### config.mk
export PLATFORM = sky130hd
export DESIGN_NAME = alu_top
export DESIGN_NICKNAME = d
export VERILOG_FILES = /design/src/rtl/alu_pkg.sv /design/src/rtl/alu_counter3.sv /design/src/rtl/alu_top.sv
export SDC_FILE = /design/constraint.sdc
export NUM_CORES = 1
export LEC_CHECK = 0
export ABC_CLOCK_PERIOD_IN_PS = 4150
export BUFFER_PORTS_ARGS = -buffer_cell sky130_fd_sc_hd__buf_4
export CAP_MARGIN = 40
export CORE_MARGIN = 2
export CORE_UTILIZATION = 57
export DETAILED_ROUTE_END_ITERATION = 16
export HOLD_SLACK_MARGIN = 0.05
export PLACE_DENSITY = 0.84
export SKIP_CTS_REPAIR_TIMING = 1
export SLEW_MARGIN = 20
export SYNTH_ARGS = -nofsm -noshare
export SYNTH_HDL_FRONTEND = slang
export SYNTH_HIERARCHICAL = 1
export SYNTH_SLANG_ARGS = --single-unit
### constraint.sdc
create_clock -name clk -period 4.15 [get_ports clk]
set_input_delay 0.83 -clock clk [delete_from_list [all_inputs] [get_ports clk]]
set_output_delay 0.83 -clock clk [all_outputs]
set_load 0.05 [all_outputs]
### src/rtl/alu_pkg.sv
// Shared definitions for the multi-cycle 8-bit ALU: op codes, FSM state
// encodings and the iteration terminal count.
package alu_pkg;

    typedef enum logic [1:0] {
        OP_ADD = 2'b00,
        OP_SUB = 2'b01,
        OP_MUL = 2'b10,
        OP_DIV = 2'b11
    } op_t;

    typedef enum logic [3:0] {
        S_IDLE  = 4'd0,
        S_GAP   = 4'd1,
        S_LOAD2 = 4'd2,
        S_LOAD3 = 4'd3,
        S_ADD   = 4'd4,
        S_SUB   = 4'd5,
        S_MUL   = 4'd6,
        S_DIV   = 4'd7,
        S_DONE  = 4'd8
    } state_t;

    // Last step index of the 8-step multiply/divide loops.
    localparam logic [2:0] ITER_LAST = 3'd7;

endpackage

### src/rtl/alu_counter3.sv
// 3-bit iteration counter for the multiply and divide loops.
// c3 flags the terminal count so the FSM can leave the loop after that step.
module alu_counter3
    import alu_pkg::*;
(
    input  logic       clk,
    input  logic       rst,
    input  logic       clr,
    input  logic       en,
    output logic [2:0] count,
    output logic       c3
);

    // Count register: clear has priority over enable.
    // NOTE: clocked state uses non-blocking (<=) so every register samples
    // the pre-edge values, independent of statement order.
    always_ff @(posedge clk or negedge rst) begin
        if (!rst) begin
            count <= 3'd0;
        end else if (clr) begin
            count <= 3'd0;
        end else if (en) begin
            count <= count + 3'd1;
        end
    end

    assign c3 = (count == ITER_LAST);

endmodule

### src/rtl/alu_top.sv
// Multi-cycle 8-bit ALU: add, sub, signed Booth multiply, unsigned 16/8
// restoring divide. Operands arrive one byte per cycle on inbus after start;
// the result is presented as {A,Q} on outbus and held until the next start.
module alu_top
    import alu_pkg::*;
(
    input  logic        clk,
    input  logic        rst,
    input  logic [7:0]  inbus,
    input  logic [1:0]  op,
    input  logic        start,
    output logic        final_pulse,
    output logic [15:0] outbus,
    output logic [3:0]  state,
    output logic [7:0]  A,
    output logic [7:0]  Q,
    output logic [7:0]  M,
    output logic        ready,
    output logic        c3_debug,
    output logic        op_latched_debug
);

    state_t      state_q;
    state_t      state_d;
    op_t         op_q;
    logic        q_m1;

    logic [2:0]  cnt;
    logic        cnt_last;
    logic        cnt_clr;
    logic        cnt_en;

    // Shared add/sub unit, 9-bit operands so multiply keeps the true sign and
    // divide can compare the shifted 9-bit partial remainder against M.
    logic [8:0]  alu_x;
    logic [8:0]  alu_y;
    logic        alu_sub;
    logic [9:0]  alu_sum;
    logic        booth_act;
    logic [8:0]  booth_a9;
    logic        div_ge;

    alu_counter3 u_counter (
        .clk   (clk),
        .rst   (rst),
        .clr   (cnt_clr),
        .en    (cnt_en),
        .count (cnt),
        .c3    (cnt_last)
    );

    assign cnt_clr = (state_q == S_LOAD2) || (state_q == S_LOAD3);
    assign cnt_en  = (state_q == S_MUL) || (state_q == S_DIV);

    // FSM state register.
    always_ff @(posedge clk or negedge rst) begin
        if (!rst) begin
            state_q <= S_IDLE;
        end else begin
            state_q <= state_d;
        end
    end

    // FSM next-state logic.
    // NOTE: default assignment first so no path leaves state_d unassigned,
    // which would otherwise infer a latch.
    always_comb begin
        state_d = state_q;
        case (state_q)
            S_IDLE:  if (start) state_d = S_GAP;
            S_GAP:   state_d = S_LOAD2;
            S_LOAD2: begin
                case (op_q)
                    OP_ADD:  state_d = S_ADD;
                    OP_SUB:  state_d = S_SUB;
                    OP_MUL:  state_d = S_MUL;
                    default: state_d = S_LOAD3;
                endcase
            end
            // Divide overflow (quotient would not fit, or M==0) skips the loop.
            S_LOAD3: state_d = (A >= inbus) ? S_DONE : S_DIV;
            S_ADD,
            S_SUB:   state_d = S_DONE;
            S_MUL,
            S_DIV:   if (cnt_last) state_d = S_DONE;
            S_DONE:  state_d = S_IDLE;
            default: state_d = S_IDLE;
        endcase
    end

    // FSM outputs, all decoded from the current state.
    always_comb begin
        final_pulse      = (state_q == S_DONE);
        ready            = (state_q == S_IDLE);
        op_latched_debug = (state_q != S_IDLE);
        state            = state_q;
    end

    // Operand selection for the shared add/sub unit.
    always_comb begin
        alu_x   = {1'b0, A};
        alu_y   = {1'b0, M};
        alu_sub = 1'b0;
        case (state_q)
            S_SUB: alu_sub = 1'b1;
            S_MUL: begin
                alu_x   = {A[7], A};
                alu_y   = {M[7], M};
                alu_sub = Q[0] & ~q_m1;
            end
            S_DIV: begin
                alu_x   = {A, Q[7]};
                alu_sub = 1'b1;
            end
            default: ;
        endcase
    end

    // Bit 9 of a subtraction is the no-borrow flag, i.e. alu_x >= alu_y.
    assign alu_sum   = {1'b0, alu_x} + {1'b0, (alu_sub ? ~alu_y : alu_y)} + {9'd0, alu_sub};
    assign booth_act = Q[0] ^ q_m1;
    assign booth_a9  = booth_act ? alu_sum[8:0] : {A[7], A};
    assign div_ge    = alu_sum[9];

    // Datapath registers: operand loading, arithmetic steps and result hold.
    always_ff @(posedge clk or negedge rst) begin
        if (!rst) begin
            A    <= 8'd0;
            Q    <= 8'd0;
            M    <= 8'd0;
            q_m1 <= 1'b0;
            op_q <= OP_ADD;
        end else begin
            case (state_q)
                S_IDLE: begin
                    if (start) begin
                        op_q <= op_t'(op);
                        if (op == OP_DIV) A <= inbus;
                        else              M <= inbus;
                    end
                end
                S_LOAD2: begin
                    case (op_q)
                        OP_ADD,
                        OP_SUB: begin
                            A <= inbus;
                            Q <= 8'd0;
                        end
                        OP_MUL: begin
                            Q    <= inbus;
                            A    <= 8'd0;
                            q_m1 <= 1'b0;
                        end
                        default: Q <= inbus;
                    endcase
                end
                S_LOAD3: begin
                    M <= inbus;
                    if (A >= inbus) begin
                        A <= 8'hFF;
                        Q <= 8'hFF;
                    end
                end
                S_ADD,
                S_SUB: A <= alu_sum[7:0];
                S_MUL: begin
                    // Arithmetic right shift of {A,Q,Q-1} using the 9-bit sign.
                    A    <= booth_a9[8:1];
                    Q    <= {booth_a9[0], Q[7:1]};
                    q_m1 <= Q[0];
                end
                S_DIV: begin
                    if (div_ge) begin
                        A <= alu_sum[7:0];
                        Q <= {Q[6:0], 1'b1};
                    end else begin
                        A <= {A[6:0], Q[7]};
                        Q <= {Q[6:0], 1'b0};
                    end
                end
                default: ;
            endcase
        end
    end

    assign outbus   = {A, Q};
    assign c3_debug = cnt_last;

endmodule

==> run summary, run 1 <==
YS warnings: 6
vias in the first global route: 2,943
EDFF count, synth: 0
nets@finish: 453
Row Count: 27
clk root buf: clkbuf_8
IO buf count: 60
Worst-Skew Late Latency: 300 ps
CTS Sinks: 34
total grt overflow: 0
vias: 3,179
Worst R2R Start: state[2]
global-route wire length before repair: 15,050 um
largest net degree at the start of global routing: 35
status: complete, no violations
crit path from: state[2]
Die Height: 78.45 um
Worst-path clk slew: 80 ps
count leader, synth: nand2_1
Seq/Total Area, Yosys: 26.93%
CTS tree: done
HPWL after DPL: 6763 um
initial core utilization: 58.09%
post-synth top area cell: dfrtp_1
final-layout fill cell count: 440
Remaining DRCs: 0
fraction of layout cells with a size suffix above 1: 25.18%
WP data arrival: 3790 ps
initial drt markers: 388
CTS buffer count: 5
Final Critical Period: 3608 ps
RSZ-0062 raised after global routing: no
total negative setup slack: 0 ps
worst-margin pin slew: 812.7 ps
Avg Inst Size Synth: 8.336 sq um
cell area after layout: 3649 sq um
Worst Setup Start Kind: flip-flop
Max-Cap Viols: 0
top_reg_cell synth: dfrtp_1
core region area: 5439 sq um
worst-case reg-to-reg path depth: 12
First-pass DRT Iterations: 6
die area: 6154 sq um
IO Count: 61
FMAX: 277.2 MHz
Slew Limit Headroom: 45.82%
endpoint type of the worst setup path: flip-flop
CP max FO: 15
skew final: 2.570 ps
Tcrit/Tclk final: 86.93%
H-tree depth: 2
critical setup path kind: flip-flop to flip-flop
Fin. Hold Viols: 0
Area after DPL: 3511 sq um
drt total wl: 9278 um
total track usage: 31.00%
commonest cells in the netlist: 48 x nand2_1, 34 x dfrtp_1, 34 x nor2_1, 33 x a21oi_1, 28 x o21ai_0
net count after synthesis: 412
area grow syn2layout: 15.49%
initial antenna violation count: 0
post-route ant nets: 0
Chip Width: 78.45 um
Yosys reg bits: 34
Netlist Area Pre-Place: 3159 sq um
Yosys cell types: 60
diodes inserted: 0
worst reg2reg setup slack: 540 ps
final worst slack: 542.2 ps
max-slew violations: 0
dpl ws: 631.4 ps
Async S/R FF share, synth: 100.0%
routed vias/inst: 6.448
Worst EP required: 4330 ps
final setup fails: 0
Synth top area share: 26.93%
top post-synthesis cells by area: dfrtp_1 27%, ha_1 7.5%, nand2_1 5.7%
DR WL/cell: 18.82 um
GPL Wtd Cong: 0.9190
Longest Clk Path Bufs: 2
min-delay worst type: primary input to asynchronous set/reset pin
FF-to-FF End: A[2]
Synth Instances: 379
[sequential cells by signal (all words and copies together) (netlist names)]
register         flops
u_counter/count      3
op_q                 2
M                    8
A                    8
state                4
Q                    8
q_m1                 1
[kinds of logic after synthesis]
kind of cell / share of synthesized area, %
simple gates: 20.24
compound gates: 22.65
buf+inv: 8.871
flops: 26.93
mux: 8.159
fa+ha+maj: 8.159
xor+xnor: 4.990
[stage by stage]
| stage | instances | util [%] | hold WS (ps) |
|---|---|---|---|
| after global placement | 484 | 64.46 | 510.4 |
| after global routing | 493 | 67.08 | 514.7 |
| final | 493 | 67.08 | 475.9 |
| after detailed placement | 485 | 64.55 | 524.6 |
| after CTS | 493 | 67.08 | 500.4 |
| after floorplan | 379 | - | 490.3 |
[cell type report]
class,instances,area (sq um),area share (%)
timing repair buffer,65,485.5,13.31
clock inverter,3,68.82,1.886
clock buffer,5,68.82,1.886
tap,72,90.09,2.469
multi-input combinational,299,2028,55.59
sequential,34,850.8,23.32
inverter,15,56.30,1.543
[worst max path at each step]
stage | to | cells after the start
after floorplan | final_pulse | 3
after global placement | A[4] | 12
after detailed placement | A[2] | 12
after CTS | A[2] | 12
after global routing | A[2] | 12
final | A[2] | 12
[layout by cell type, fill, tap and decap left out, drive strengths merged, types with 3 or more instances in the layout]
master / instances
a21o: 3
a21oi: 35
a221oi: 7
a22oi: 6
a31oi: 6
and3: 6
buf: 65
clkbuf: 5
dfrtp: 34
ha: 19
inv: 15
mux2: 14
mux2i: 10
nand2: 50
nand2b: 3
nand3: 11
nand4: 3
nor2: 37
nor2b: 3
nor3: 3
nor4: 3
o21a: 6
o21ai: 31
xnor2: 3
xor2: 15
[per-layer routing]
layer	track usage (%)	share of wire (%)	vias to the layer above
met1	41.16	41	1496
met3	6.782	10	32
li1	-	-	1434
met5	0	0	-
met2	49.74	46	217
met4	11.23	2.8	0
[worst max-delay path, cell delays in order (launching register included)]
cell and delay, ps:
dfrtp_1 690, and2b_2 260, and3_1 490, nand2_1 100
nand2_1 80, ha_1 280, a21oi_1 410, o21a_1 260
o21a_1 150, nand2_2 110, mux2_2 300, a221oi_1 260
a21oi_1 70
Power of run 1 is not shown: default switching activity piles up to over one toggle a cycle in this logic, so the estimate is an artifact.
==> inputs of run 2 (changes only) <==
- CELL_PAD_IN_SITES_DETAIL_PLACEMENT: default -> 0
- CELL_PAD_IN_SITES_GLOBAL_PLACEMENT: default -> 2
- CORE_ASPECT_RATIO: default -> 1.4
- CORE_MARGIN: 2 -> 5
- CORE_UTILIZATION: 57 -> 33
- PLACE_DENSITY: 0.84 -> 0.83
==> run summary, run 2 (same netlist as run 1, synthesis figures left out) <==
status: complete, no violations
FMAX: 271.6 MHz (-2.0%)
Slew Limit Headroom: 44.12% (-1.7 points)
area grow syn2layout: 18.38%
total grt overflow: 0 (unchanged)
WP data arrival: 3840 ps (+50 ps)
critical setup path kind: flip-flop to flip-flop
CP peak stage delay: 520 ps (-170 ps)
Largest regs: A (8), M (8), Q (8)
First-pass DRT Iterations: 4 (-2)
CTS Sinks: 34 (unchanged)
vias: 3,052 (-4.0%)
Longest Clk Path Bufs: 2 (unchanged)
Seq. cell area: 850.8 sq um (unchanged)
most common cell after layout, fill and taps aside: buf_4
vias in the first global route: 3,116 (+5.9%)
Worst-path clk slew: 60 ps (-20 ps)
IO buf count: 60 (unchanged)
Chip Width: 92.70 um (+18%)
H-tree depth: 2 (unchanged)
skew final: 3.687 ps (+1.117 ps)
post-route ant nets: 0 (unchanged)
nets@finish: 457 (+0.88%)
initial core utilization: 33.59% (-24 points)
worst-margin pin slew: 838.2 ps (+25.46 ps)
CP max FO: 14 (-1)
fraction of layout cells with a size suffix above 1: 25.88% (+0.70 points)
Max-Cap Viols: 0 (unchanged)
GPL Wtd Cong: 0.8716 (-5.2%)
Worst-Skew Late Latency: 280 ps (-20 ps)
diodes inserted: 0 (unchanged)
Die Height: 125.8 um (+60%)
most frequent cells in the layout: 68 x buf_4, 48 x nand2_1, 34 x dfrtp_1, 34 x nor2_1, 33 x a21oi_1
Final Critical Period: 3682 ps (+73.85 ps)
endpoint type of the worst setup path: flip-flop
Worst Setup Start Kind: flip-flop
Worst EP required: 4300 ps (-30 ps)
routed vias/inst: 5.705 (-12%)
fin util: 39.76% (-27 points)
initial antenna violation count: 0 (unchanged)
crit-path cells: and2b_2 -> and3_1 -> nand2_1 -> nand2_1 -> ha_1 -> a21oi_1 -> o21a_1 -> o21a_1 -> nand2_2 -> mux2_2 -> a221oi_1 -> a21oi_1
Worst path slowest cell: dfrtp_1
largest net degree at the start of global routing: 35 (unchanged)
final-layout fill cell count: 963 (+120%)
CTS buffer count: 5 (unchanged)
total track usage: 18.15% (-13 points)
global-route wire length before repair: 16,840 um (+12%)
clk root buf: clkbuf_16
Tcrit/Tclk final: 88.71% (+1.8 points)
drt total wl: 10,550 um (+14%)
Row Count: 42 (+56%)
Fin. Hold Viols: 0 (unchanged)
initial drt markers: 191 (-51%)
die area: 11,660 sq um (+89%)
total negative setup slack: 0 ps (unchanged)
DR WL/cell: 19.73 um (+4.8%)
min-delay worst type: primary input to asynchronous set/reset pin
multi-input combinational cell area: 2028 sq um (unchanged)
final setup fails: 0 (unchanged)
core region area: 9407 sq um (+73%)
Remaining DRCs: 0 (unchanged)
RSZ-0062 raised after global routing: no
HPWL after DPL: 8236 um (+22%)
IO Count: 61 (unchanged)
CTS tree: done
max-slew violations: 0 (unchanged)
## run 2: changes by cell type in the layout (fill, tap and decap cells not counted)
cell        before  now
clkinvlp_4       0    1
bufinv_16        2    0
clkbuf_16        0    5
clkbuf_8         5    1
clkinv_4         1    0
clkinv_2         0    1
buf_4           64   68
## run 2: worst paths after layout
kind                               startpoint            endpoint  slack (ps)  cells after the start
max                                  state[3]                A[4]         470                     12
min                                       rst             op_q[0]         510                      1
max reg2reg                          state[3]                A[4]         470                     12
min reg2reg                u_counter/count[2]  u_counter/count[2]         540                      2
max in group asynchronous                 rst                Q[1]        3310                      1
min in group clk           u_counter/count[2]  u_counter/count[2]         540                      2
## run 2: worst max-delay path: cells and delay by family (launching register included)
kind	cells	cell delay (ps)
flip-flops	1	520
AO/OA/AOI/OAI	5	1260
multiplexers	1	310
adder cells (fa/ha/maj)	1	310
AND/OR/NAND/NOR	5	1140
## run 2: per-layer routing
| layer | global-route usage (%) | share of wire (%) | vias to the layer above |
|---|---|---|---|
| met3 | 1.969 | 4.3 | 21 |
| met5 | 0 | 0 | - |
| met1 | 20.98 | 39 | 1483 |
| met4 | 6.385 | 2.7 | 0 |
| met2 | 34.06 | 54 | 104 |
| li1 | - | - | 1444 |
## run 2: layout make-up
| cell class | instances | area share, % |
|---|---|---|
| Clock buffer | 6 | 3.714 |
| Clock inverter | 2 | 0.3346 |
| Inverter | 15 | 1.506 |
| Multi-Input combinational cell | 299 | 54.23 |
| Sequential cell | 34 | 22.75 |
| Tap cell | 110 | 3.680 |
| Timing Repair Buffer | 69 | 13.78 |
## run 2: per-stage QoR
stage	cells	hold slack, ps	instance area [sq um]	worst slack (ps)
2_1_floorplan	379	490.3	3159	575.3
3_3_place_gp	526	511.2	3583	524.9
3_5_place_dp	527	529.9	3588	470.2
4_1_cts	535	527.1	3740	462.0
5_1_grt	535	547.4	3740	217.8
6_report	535	507.3	3740	468.4
Power of run 2 is left out for the same reason.
